File: src/rtl/mmio_console_pkg.sv
// mmio_console_pkg: shared constants for the MMIO console block.
// Register offsets, STATUS bit positions, write-enable encodings and
// serializer state encodings used by mmio_console and its FIFO.
// Optional feature macro: MMIO_CONSOLE_PARITY_EN (adds the PARITY state).
package mmio_console_pkg;

    // Register byte offsets inside the 16-byte window
    localparam logic [3:0] OFS_TXDATA = 4'h0;
    localparam logic [3:0] OFS_STATUS = 4'h4;
    localparam logic [3:0] OFS_TOHOST = 4'h8;

    // STATUS bit positions
    localparam int ST_FULL    = 0;
    localparam int ST_EMPTY   = 1;
    localparam int ST_BUSY    = 2;
    localparam int ST_OVF     = 3;
    localparam int ST_PAR     = 4;
    localparam int ST_CNT_LSB = 8;

    // Write-enable encodings (one-hot access size)
    localparam logic [2:0] WE_NONE = 3'b000;
    localparam logic [2:0] WE_B    = 3'b001;
    localparam logic [2:0] WE_H    = 3'b010;
    localparam logic [2:0] WE_W    = 3'b100;

    // Serializer states
    localparam logic [2:0] S_IDLE   = 3'd0;
    localparam logic [2:0] S_START  = 3'd1;
    localparam logic [2:0] S_DATA   = 3'd2;
    localparam logic [2:0] S_STOP   = 3'd3;
`ifdef MMIO_CONSOLE_PARITY_EN
    localparam logic [2:0] S_PARITY = 3'd4;
`endif

    // Even parity bit: makes the total count of ones (data + parity) even
    function automatic logic even_parity(input logic [7:0] b);
        return ^b;
    endfunction

endpackage

File: src/rtl/mmio_console_fifo.sv
// mmio_console_fifo: synchronous FIFO buffering console bytes.
// Ports:
//   clk, rst_n      clock, asynchronous active-low reset (clears pointers/count)
//   i_push, i_data  write request and data
//   i_pop           read request; honoured only when non-empty
//   o_data          head entry (valid when !o_empty)
//   o_full/o_empty  occupancy flags
//   o_count         number of stored entries
// A push while full is accepted only if a pop happens in the same cycle.
module mmio_console_fifo
    import mmio_console_pkg::*;
#(
    parameter int DATA_W = 8,
    parameter int DEPTH  = 8,
    localparam int AW    = $clog2(DEPTH),
    localparam int CW    = AW + 1
) (
    input  logic              clk,
    input  logic              rst_n,
    input  logic              i_push,
    input  logic [DATA_W-1:0] i_data,
    input  logic              i_pop,
    output logic [DATA_W-1:0] o_data,
    output logic              o_full,
    output logic              o_empty,
    output logic [CW-1:0]     o_count
);

    logic [DATA_W-1:0] r_mem [DEPTH];
    logic [AW-1:0]     r_wr_ptr;
    logic [AW-1:0]     r_rd_ptr;
    logic [CW-1:0]     r_count;
    logic              w_do_push;
    logic              w_do_pop;

    assign o_empty   = (r_count == '0);
    assign o_full    = (r_count == CW'(DEPTH));
    assign o_count   = r_count;
    assign o_data    = r_mem[r_rd_ptr];

    assign w_do_pop  = i_pop && !o_empty;
    // Pop frees a slot first, so a simultaneous push into a full FIFO fits
    assign w_do_push = i_push && (!o_full || w_do_pop);

    always_ff @(posedge clk or negedge rst_n) begin
        if (!rst_n) begin
            r_wr_ptr <= '0;
            r_rd_ptr <= '0;
            r_count  <= '0;
        end else begin
            if (w_do_push) r_wr_ptr <= r_wr_ptr + 1'b1;
            if (w_do_pop)  r_rd_ptr <= r_rd_ptr + 1'b1;
            case ({w_do_push, w_do_pop})
                2'b10:   r_count <= r_count + 1'b1;
                2'b01:   r_count <= r_count - 1'b1;
                default: r_count <= r_count;
            endcase
        end
    end

    // Storage is data only; it needs no reset
    always_ff @(posedge clk) begin
        if (w_do_push) r_mem[r_wr_ptr] <= i_data;
    end

endmodule

File: src/rtl/mmio_console.sv
// mmio_console: memory-mapped console and test-completion responder.
// Decodes a 16-byte window at MMIO_BASE on the core data port:
//   +0 TXDATA (push byte), +4 STATUS (W1C overflow), +8 TOHOST, +C reserved.
// Ports:
//   clk, rst_n        clock, asynchronous active-low reset
//   addr, qin, we     core byte address, write data, one-hot write size
//   qout, hit_q       registered read data and window hit (1-cycle latency)
//   txd               UART serial output, idle high
//   test_done         sticky, set by a nonzero TOHOST write
//   test_result       last value written to TOHOST
// Optional feature macro: MMIO_CONSOLE_PARITY_EN adds an even-parity bit
// between the data bits and the stop bit and sets STATUS bit4.
module mmio_console
    import mmio_console_pkg::*;
#(
    parameter int                XLEN         = 32,
    parameter int                AWIDTH       = 14,
    parameter logic [AWIDTH-1:0] MMIO_BASE    = 14'h3FF0,
    parameter int                FIFO_DEPTH   = 8,
    parameter int                CLKS_PER_BIT = 16
) (
    input  logic              clk,
    input  logic              rst_n,
    input  logic [AWIDTH-1:0] addr,
    input  logic [XLEN-1:0]   qin,
    input  logic [2:0]        we,
    output logic [XLEN-1:0]   qout,
    output logic              hit_q,
    output logic              txd,
    output logic              test_done,
    output logic [XLEN-1:0]   test_result
);

    localparam int CW = $clog2(FIFO_DEPTH) + 1;
    localparam int BW = $clog2(CLKS_PER_BIT);
    localparam logic [BW-1:0] BAUD_LOAD = BW'(CLKS_PER_BIT - 1);

    logic            w_hit;
    logic [3:0]      w_ofs;
    logic            w_wr;
    logic            w_push;
    logic            w_pop;
    logic [7:0]      w_fifo_data;
    logic            w_full;
    logic            w_empty;
    logic [CW-1:0]   w_count;
    logic [3:0]      w_cnt_sat;
    logic [XLEN-1:0] w_status;
    logic [XLEN-1:0] w_rdata;
    logic            w_busy;
    logic            w_unused;

    logic [XLEN-1:0] r_qout;
    logic            r_hit;
    logic            r_ovf;
    logic            r_done;
    logic [XLEN-1:0] r_result;
    logic [2:0]      r_state;
    logic [BW-1:0]   r_baud;
    logic [2:0]      r_bitidx;
    logic [7:0]      r_shift;
`ifdef MMIO_CONSOLE_PARITY_EN
    logic            r_par;
`endif

    assign w_hit    = (addr[AWIDTH-1:4] == MMIO_BASE[AWIDTH-1:4]);
    assign w_ofs    = {addr[3:2], 2'b00};
    assign w_wr     = w_hit && |(we & (WE_B | WE_H | WE_W));
    assign w_push   = w_wr && (w_ofs == OFS_TXDATA);
    assign w_busy   = (r_state != S_IDLE);
    assign w_pop    = !w_busy && !w_empty;
    assign w_unused = ^addr[1:0];

    mmio_console_fifo #(
        .DATA_W (8),
        .DEPTH  (FIFO_DEPTH)
    ) u_fifo (
        .clk     (clk),
        .rst_n   (rst_n),
        .i_push  (w_push),
        .i_data  (qin[7:0]),
        .i_pop   (w_pop),
        .o_data  (w_fifo_data),
        .o_full  (w_full),
        .o_empty (w_empty),
        .o_count (w_count)
    );

    always_comb begin
        if (int'(w_count) > 15) w_cnt_sat = 4'hF;
        else                    w_cnt_sat = 4'(w_count);
    end

    always_comb begin
        w_status                      = '0;
        w_status[ST_FULL]             = w_full;
        w_status[ST_EMPTY]            = w_empty;
        w_status[ST_BUSY]             = w_busy;
        w_status[ST_OVF]              = r_ovf;
`ifdef MMIO_CONSOLE_PARITY_EN
        w_status[ST_PAR]              = 1'b1;
`endif
        w_status[ST_CNT_LSB +: 4]     = w_cnt_sat;
    end

    always_comb begin
        w_rdata = '0;
        case (w_ofs)
            OFS_STATUS: w_rdata = w_status;
            OFS_TOHOST: w_rdata = r_result;
            default:    w_rdata = '0;
        endcase
    end

    // Read response and register writes
    always_ff @(posedge clk or negedge rst_n) begin
        if (!rst_n) begin
            r_qout   <= '0;
            r_hit    <= 1'b0;
            r_ovf    <= 1'b0;
            r_done   <= 1'b0;
            r_result <= '0;
        end else begin
            r_hit  <= w_hit;
            r_qout <= w_hit ? w_rdata : '0;
            // A push into a full FIFO is only dropped if no pop frees a slot
            if (w_push && w_full && !w_pop)
                r_ovf <= 1'b1;
            else if (w_wr && (w_ofs == OFS_STATUS) && qin[ST_OVF])
                r_ovf <= 1'b0;
            if (w_wr && (w_ofs == OFS_TOHOST)) begin
                r_result <= qin;
                if (qin != '0) r_done <= 1'b1;
            end
        end
    end

    // Serializer state machine
    always_ff @(posedge clk or negedge rst_n) begin
        if (!rst_n) begin
            r_state  <= S_IDLE;
            r_baud   <= '0;
            r_bitidx <= '0;
        end else begin
            case (r_state)
                S_IDLE: begin
                    if (!w_empty) begin
                        r_state <= S_START;
                        r_baud  <= BAUD_LOAD;
                    end
                end
                S_START: begin
                    if (r_baud == '0) begin
                        r_state  <= S_DATA;
                        r_bitidx <= '0;
                        r_baud   <= BAUD_LOAD;
                    end else begin
                        r_baud <= r_baud - 1'b1;
                    end
                end
                S_DATA: begin
                    if (r_baud == '0) begin
                        r_baud <= BAUD_LOAD;
                        if (r_bitidx == 3'd7) begin
`ifdef MMIO_CONSOLE_PARITY_EN
                            r_state <= S_PARITY;
`else
                            r_state <= S_STOP;
`endif
                        end else begin
                            r_bitidx <= r_bitidx + 1'b1;
                        end
                    end else begin
                        r_baud <= r_baud - 1'b1;
                    end
                end
`ifdef MMIO_CONSOLE_PARITY_EN
                S_PARITY: begin
                    if (r_baud == '0) begin
                        r_state <= S_STOP;
                        r_baud  <= BAUD_LOAD;
                    end else begin
                        r_baud <= r_baud - 1'b1;
                    end
                end
`endif
                S_STOP: begin
                    if (r_baud == '0) r_state <= S_IDLE;
                    else              r_baud  <= r_baud - 1'b1;
                end
                default: r_state <= S_IDLE;
            endcase
        end
    end

    // Shift register holds data only; it is loaded on every pop
    always_ff @(posedge clk) begin
        if (w_pop)
            r_shift <= w_fifo_data;
        else if ((r_state == S_DATA) && (r_baud == '0))
            r_shift <= r_shift >> 1;
`ifdef MMIO_CONSOLE_PARITY_EN
        if (w_pop) r_par <= even_parity(w_fifo_data);
`endif
    end

    // txd decodes from reset state registers, so reset forces it high at once
    always_comb begin
        case (r_state)
            S_START:  txd = 1'b0;
            S_DATA:   txd = r_shift[0];
`ifdef MMIO_CONSOLE_PARITY_EN
            S_PARITY: txd = r_par;
`endif
            default:  txd = 1'b1;
        endcase
    end

    assign qout        = r_qout;
    assign hit_q       = r_hit;
    assign test_done   = r_done;
    assign test_result = r_result;

endmodule

File: config.mk
export PLATFORM = sky130hd
export DESIGN_NAME = mmio_console
export DESIGN_NICKNAME = d
export VERILOG_FILES = /design/src/rtl/mmio_console_pkg.sv /design/src/rtl/mmio_console_fifo.sv /design/src/rtl/mmio_console.sv
export SDC_FILE = /design/constraint.sdc
export NUM_CORES = 1
export LEC_CHECK = 0
export ABC_AREA = 0
export BUFFER_PORTS_ARGS = -buffer_cell sky130_fd_sc_hd__buf_4
export CORE_AREA = 8 8 120 122
export CTS_CLUSTER_SIZE = 16
export DETAILED_ROUTE_END_ITERATION = 6
export DIE_AREA = 0 0 128 130
export PLACE_DENSITY = 0.78
export SLEW_MARGIN = 40
export SYNTH_ARGS = -nofsm -noshare
export SYNTH_HDL_FRONTEND = slang
export SYNTH_HIERARCHICAL = 1
export SYNTH_SLANG_ARGS = --single-unit
File: constraint.sdc
create_clock -name clk -period 5.4 [get_ports clk]
set_input_delay 0.27 -clock clk [delete_from_list [all_inputs] [get_ports clk]]
set_output_delay 0.27 -clock clk [all_outputs]
set_load 0.1 [all_outputs]
=== Word-level counts from Yosys, hierarchy flattened ===
Memories as Yosys holds them, arrays and structs flattened.
Cells that the tools add are included.

* Register bits: 95
* RAM bits: 64
* Input port bits: 51
* Output and inout bits: 67
* Logic and storage cells: 92
* Memories kept: 1

* Add/subtract/negate cells: 6
* Eq/ne operators: 17
* Multiplexer cells: 23
* Reduce and logical (&&, ||, !) cells: 33

{| class="wikitable"
|+ Memory list
! name !! depth !! bits a word !! rd ports !! clocked after Yosys merged registers in !! wr ports !! line !! RTL
|-
| u_fifo.r_mem || 8 || 8 || 1 || 0 || 1 || mmio_console_fifo.sv:29 || <nowiki>logic [DATA_W-1:0] r_mem [DEPTH];</nowiki>
|}

{| class="wikitable"
|+ Operator list
! cell !! count
|-
| case mux 32 bit (2 select lines) || 1
|-
| 2-to-1 mux 32 bit || 1
|-
| nonzero test 32 bit || 1
|-
| 2-to-1 mux 3 bit || 7
|-
| 2-to-1 mux 8 bit || 2
|-
| inequality test 2 bit, second input constant || 7
|-
| zero test 4 bit || 3
|-
| 2-to-1 mux 4 bit || 3
|-
| case mux 3 bit (4 select lines) || 1
|-
| case mux 4 bit (3 select lines) || 1
|-
| logical AND 1 bit || 11
|-
| == test 10 bit, second input constant || 1
|-
| adder 3 x 1 -> 3 bit, second input constant || 3
|-
| case mux 4 bit (2 select lines) || 1
|-
| nonzero test 2 bit || 4
|-
| subtractor 4 x 1 -> 4 bit, second input constant || 2
|-
| == test 3 x 2 -> 1 bit, second input constant || 2
|-
| case mux 3 bit (2 select lines) || 1
|-
| nonzero test 3 bit || 2
|-
| AND reduction 5 bit || 1
|-
| adder 4 x 1 -> 4 bit, second input constant || 1
|-
| == test 2 x 1 -> 1 bit, second input constant || 2
|-
| == test 2 bit, second input constant || 2
|-
| == test 4 bit, second input constant || 1
|-
| other kinds (12) || 18
|}

=== Longest topological paths before layout ===
* Depth in word-level cells: 8
* Mapped depth: 13
* Gate-level depth less buffers: 12

=== Cells and area by module ===
The synthesis kept the hierarchy.

{| class="wikitable"
|+ Modules (own cells, without submodules)
! module !! times used !! cells each !! area each (um^2) !! sequential area each (um^2)
|-
| mmio_console || 1 || 263 || 3,663.5 || 2,142.1
|-
| mmio_console_fifo || 1 || 162 || 3,113.0 || 2,172.1
|}

=== Worst setup path after synthesis ===
Ideal clock, no wire load.

* Path type: register to output
* From: reg r_state[0]
* To: out txd
* Arrival time: 2.934 ns
* Data required time: 5.130 ns
* Path slack: 2.196 ns
* Cell stages (with the launch flop): 5
* Path buffers: 1
* Cell sequence: dfrtp_1 inv_1 ha_1 clkbuf_1 o21ai_0

* Longest elaborated chain between the ends: 2
* Elaborated cells on any way between the ends: 3
* Classes of those cells: 2 x eq/ne; 1 x mux

{| class="wikitable"
|+ RTL lines
! item !! line !! RTL
|-
| start, declared || mmio_console.sv:58 || <nowiki>logic [2:0] r_state;</nowiki>
|-
| start signal, assigned || mmio_console.sv:141 || <nowiki>r_state <= S_IDLE;</nowiki>
|-
| start signal, assigned || mmio_console.sv:148 || <nowiki>r_state <= S_START;</nowiki>
|-
| start signal, assigned || mmio_console.sv:154 || <nowiki>r_state <= S_DATA;</nowiki>
|-
| == test 3 x 2 -> 1 bit or == test 3 x 1 -> 1 bit (tied branches) || mmio_console.sv:209 || <nowiki>case (r_state)</nowiki>
|-
| case mux 1 bit (2 select lines) (*) || mmio_console.sv:209 ||
|-
| end, declared || mmio_console.sv:29 || <nowiki>output logic txd,</nowiki>
|}

Every way passes the cells marked *; elsewhere a longest branch is shown, timed or not.

=== Worst setup path in the final report ===
* From: reg u_fifo.r_count[0] (netlist: u_fifo/o_count[0])
* To: reg u_fifo.r_count[3] (netlist: u_fifo/o_count[3])

* Longest elaborated chain between the ends: 8
* Elaborated cells on any way between the ends: 14
* Classes of those cells: 2 x add/sub; 3 x eq/ne; 1 x mux; 8 x reduce/logical

{| class="wikitable"
|+ RTL lines
! item !! line !! RTL
|-
| start, declared || mmio_console_fifo.sv:32 || <nowiki>logic [CW-1:0] r_count;</nowiki>
|-
| start signal, assigned || mmio_console_fifo.sv:54 || <nowiki>2'b10: r_count <= r_count + 1'b1;</nowiki>
|-
| start signal, assigned || mmio_console_fifo.sv:55 || <nowiki>2'b01: r_count <= r_count - 1'b1;</nowiki>
|-
| start signal, assigned || mmio_console_fifo.sv:56 || <nowiki>default: r_count <= r_count;</nowiki>
|-
| zero test 4 bit (*) || mmio_console_fifo.sv:36 || <nowiki>assign o_empty = (r_count == '0);</nowiki>
|-
| via w_empty || mmio_console.sv:45 || <nowiki>logic w_empty;</nowiki>
|-
| zero test 1 bit (*) || mmio_console_fifo.sv:41, mmio_console.sv:71 ||
|-
| logical AND 1 bit || mmio_console.sv:71 || <nowiki>assign w_pop = !w_busy && !w_empty;</nowiki>
|-
| logical AND 1 bit (*) || mmio_console_fifo.sv:41 || <nowiki>assign w_do_pop = i_pop && !o_empty;</nowiki>
|-
| logical OR 1 bit || mmio_console_fifo.sv:43 || <nowiki>assign w_do_push = i_push && (!o_full || w_do_pop);</nowiki>
|-
| logical AND 1 bit || mmio_console_fifo.sv:43 ||
|-
| == test 2 x 1 -> 1 bit or == test 2 bit (tied branches) || mmio_console_fifo.sv:53 || <nowiki>case ({w_do_push, w_do_pop})</nowiki>
|-
| case mux 4 bit (2 select lines) or nonzero test 2 bit (tied branches) || -- ||
|}

The timed path passes the listed nets; every way through them passes the cells marked *.
A chain may end at the register's enable or synchronous reset.

==> summary.md <==
| Metric | Value |
|---|---|
| Setup TNS | `0 ns` |
| Avg Inst Size Synth | `15.9 sq um` |
| Commonest cells post-synth | `dfrtp_1 (86), edfxtp_1 (72), mux2_4 (31), and2_1 (23)` |
| Largest area contributor in the netlist | `edfxtp_1` |
| RSZ-0062 raised after global routing | `false` |
| Clock Tree Buf Depth | `2` |
| Row count | `41` |
| Vias post-DR | `3998` |
| Ys flop type | `dfrtp_1` |
| Multi-input combinational cell area | `around 2300 sq um` |
| Comb power frac | `3.2%` |
| Post-Syn Nets | `492` |
| FILL cells | `883` |
| Share of cells above drive strength 1 | `41.5%` |
| Netlist Area Pre-Place | `6780 sq um` |
| Syn Inst Count | `between 400 and 500` |
| Hold path depth | `2` |
| CP max-delay cell | `or3_1` |
| Switch share | `22.9%` |
| Dpl ws | `2.24 ns` |
| GR Util met1 | `between 20 and 25%` |
| Gr busiest metal | `met2` |
| Distinct cells, synth | `49` |
| Hold_buf cts | `1` |
| Width of the die | `128 um` |
| Synth warn | `6` |
| Critical Path AT | `3.58 ns` |
| Flop pwr share | `around half` |
| CTS H-tree depth | `4` |
| Worst-path cell chain | `or3_1 -> nor2_1 -> nor2_1 -> buf_4 -> o21ai_2 -> or2_2 -> inv_1 -> ha_1 -> or2_2 -> nand3_1 -> mux2_2 -> nand3b_1` |
| NumNets Final | `618` |
| Sequential area share after synthesis | `63.7%` |
| Num CTS Buffers | `17` |
| ANT cells | `0` |
| GRT overflow | `0` |
| Met3 global-route usage | `8.00%` |
| Placer Congestion | `0.772` |
| CP endpoint kind | `register` |
| Clock Power Share | `47.0%` |
| Die ar. | `16600 sq um` |
| CTS root buf | `clkbuf_16` |
| Synth top area share | `31.9%` |
| FF+latch area | `4320 sq um` |
| EDFF count, synth | `about 70` |
| Worst slew pin tran | `0.795 ns` |
| WP depth | `12` |
| Port Buffers | `115` |
| Routing usage on met2 | `31.6%` |
| Area Growth Syn to Fin | `23.7%` |
| Clock Skews | `between 0.007 and 0.008 ns` |
| Crit path max-delay family | `simple AND/OR/NAND/NOR gates` |
| Worst Setup Path Type | `reg -> reg` |
| HPWL after detailed placement | `10.2 mm` |
| Post-detailed-route count of antenna-violating nets | `0` |
| # setup viols final | `0` |
| Initial core utilization | `a little over half` |
| Clock Sinks | `between 150 and 200` |
| Final Hold Vio Count | `0` |
| Max rail drop VDD | `approximately 0.22 mV` |
| Switching pwr | `slightly below 0.6 mW` |
| Crit start category | `register` |
| I/O Pins | `roughly 120` |
| FMAX | `310 MHz` |
| Max Slew Vio Count | `0` |
| Critical Path Max Stage Delay | `0.57 ns` |
| Top-count cell post-synth | `dfrtp_1` |
| Cts repair resizes | `0` |
| Hold Path Class | `in -> reg` |
| Status | `completed` |
| Number of global-route vias before repair | `4419` |
| CORE AREA | `12400 sq um` |
| Relative slew margins | `46.8%` |
| Die height | `130 um` |
| Worst hold slack | `0.0785 ns` |
| Req. time, crit path | `5.76 ns` |
| Largest net degree at the start of global routing | `77` |
| Cell-internal power | `1.95 mW` |
| CTS tree | `yes` |
| Antenna violations before repair | `0` |
| Max-cap check violation count | `0` |
| Drt total wl | `14.8 mm` |
| All-Layer GR Usage | `18.9%` |
| Leakage | `3.69 nW` |
| Minimum clock period | `approximately 3.2 ns` |
| Routed vias/inst | `5.43` |
| # Post-CTS Setup Buffers | `0` |
| DR iter-0 viols | `287` |
| Final WS setup | `2.18 ns` |
| Skew-Pair Late Insertion Delay | `about 0.43 ns` |
| CP max FO | `17` |
| WP buf/inv | `2` |
| Pwr dens | `roughly 300 nW/um^2` |
| Worst-path clk slew | `0.07 ns` |
| WL per Instance | `around 20 um` |
| DRC Markers | `0` |
| Ys async rst share | `54.4%` |
| Yosys reg bits | `~160` |
| Top area cells in the synthesized netlist | `edfxtp_1 (32%), dfrtp_1 (32%), mux2_4 (6.9%)` |
| First-pass GRT wire length | `23.7 mm` |
| Layout Utilization | `67.5%` |
| Cell depth of the worst flop-to-flop path | `12` |
| Final period util | `between 50 and 60%` |
| First-pass iteration count of the detailed router | `4` |
[logic make-up (layout without fill, tap and decap cells)]
logic type | Yosys count | count (layout) | synth area share, %
compound gates | 36 | 36 | 4.21
xor+xnor | 7 | 7 | 0.905
fa+ha+maj | 16 | 16 | 3.07
buf+inv | 32 | 171 | 3.08
flops | 158 | 158 | 63.7
mux | 71 | 71 | 16.5
simple gates | 105 | 105 | 8.60
[layout by cell type, fill, tap and decap left out, types with 4 or more instances in the layout]
cell type / n
and2_2: 4
inv_8: 6
dfrtp_1: 85
nor2_1: 19
mux2_2: 21
mux4_1: 6
mux2_4: 31
or3_1: 5
nand2b_1: 6
buf_4: 122
a22o_1: 6
nor3_1: 8
nand3_1: 5
xnor2_1: 5
nand4_1: 4
ha_1: 15
nand2_1: 13
clkbuf_16: 17
edfxtp_1: 72
and2_1: 22
inv_1: 14
nor4_1: 9
mux4_2: 10
a22oi_1: 8
[registers in the layout (all words and copies together) (netlist names), 2 cells and up]
register,cells
r_shift,8
u_fifo/r_mem,64
r_bitidx,3
qout,32
u_fifo/r_rd_ptr,3
u_fifo/r_wr_ptr,3
r_state,2
r_baud,4
u_fifo/o_count,4
test_result,32
[worst reg2reg max path, stage by stage (launching register included)]
cell and delay, ns:
dfrtp_1 0.41, or3_1 0.57, nor2_1 0.30, nor2_1 0.09, buf_4 0.22, o21ai_2 0.14, or2_2 0.18, inv_1 0.06
ha_1 0.31, or2_2 0.31, nand3_1 0.12, mux2_2 0.35, nand3b_1 0.09
[metrics by stage]
step	power [mW]	area, sq um	std cells
4_1_cts	2.55	8380	736
5_1_grt	2.61	8380	736
3_3_place_gp	1.37	7760	703
3_5_place_dp	1.37	7770	703
6_report	2.53	8380	736
2_1_floorplan	1.31	6780	425
[final timing paths]
check,endpoint,start,slack [ns]
max,u_fifo/o_count[3]$_DFFE_PN0P_,u_fifo/o_count[0]$_DFFE_PN0P_,2.18
min,test_result[17]$_DFFE_PN0P_,qin[17],0.08
max reg2reg,u_fifo/o_count[3]$_DFFE_PN0P_,u_fifo/o_count[0]$_DFFE_PN0P_,2.18
min reg2reg,test_done$_DFFE_PN0P_,test_done$_DFFE_PN0P_,0.48
max in group asynchronous,u_fifo/r_rd_ptr[0]$_DFFE_PN0N_,rst_n,4.27
min in group asynchronous,r_bitidx[2]$_DFFE_PN0P_,rst_n,0.23
[final cells by class]
class | count | area share, %
Tap cell | 172 | 2.57
Timing Repair Buffer | 124 | 11.2
Clock buffer | 17 | 5.07
Sequential cell | 158 | 51.5
Clock inverter | 15 | 2.06
Inverter | 15 | 0.672
Multi-Input combinational cell | 235 | 27.0
[per-layer routing]
layer	part of all wire (%)	wire length, um	up-vias
met5	0	0	-
met2	50	7330	148
li1	-	-	1834
met1	41	6020	2003
met3	8.3	1230	13
met4	1.2	177	0
[power by group through the flow]
stage / clock network (mW) / registers (mW) / logic (mW)
after CTS: 1.21 / 1.26 / 0.0841
after global routing: 1.26 / 1.26 / 0.0896
after floorplan: 0 / 1.30 / 0.0116
final: 1.19 / 1.26 / 0.0823
after detailed placement: 0 / 1.29 / 0.0833
after global placement: 0 / 1.29 / 0.0802
(Power assumes the default switching activity.)
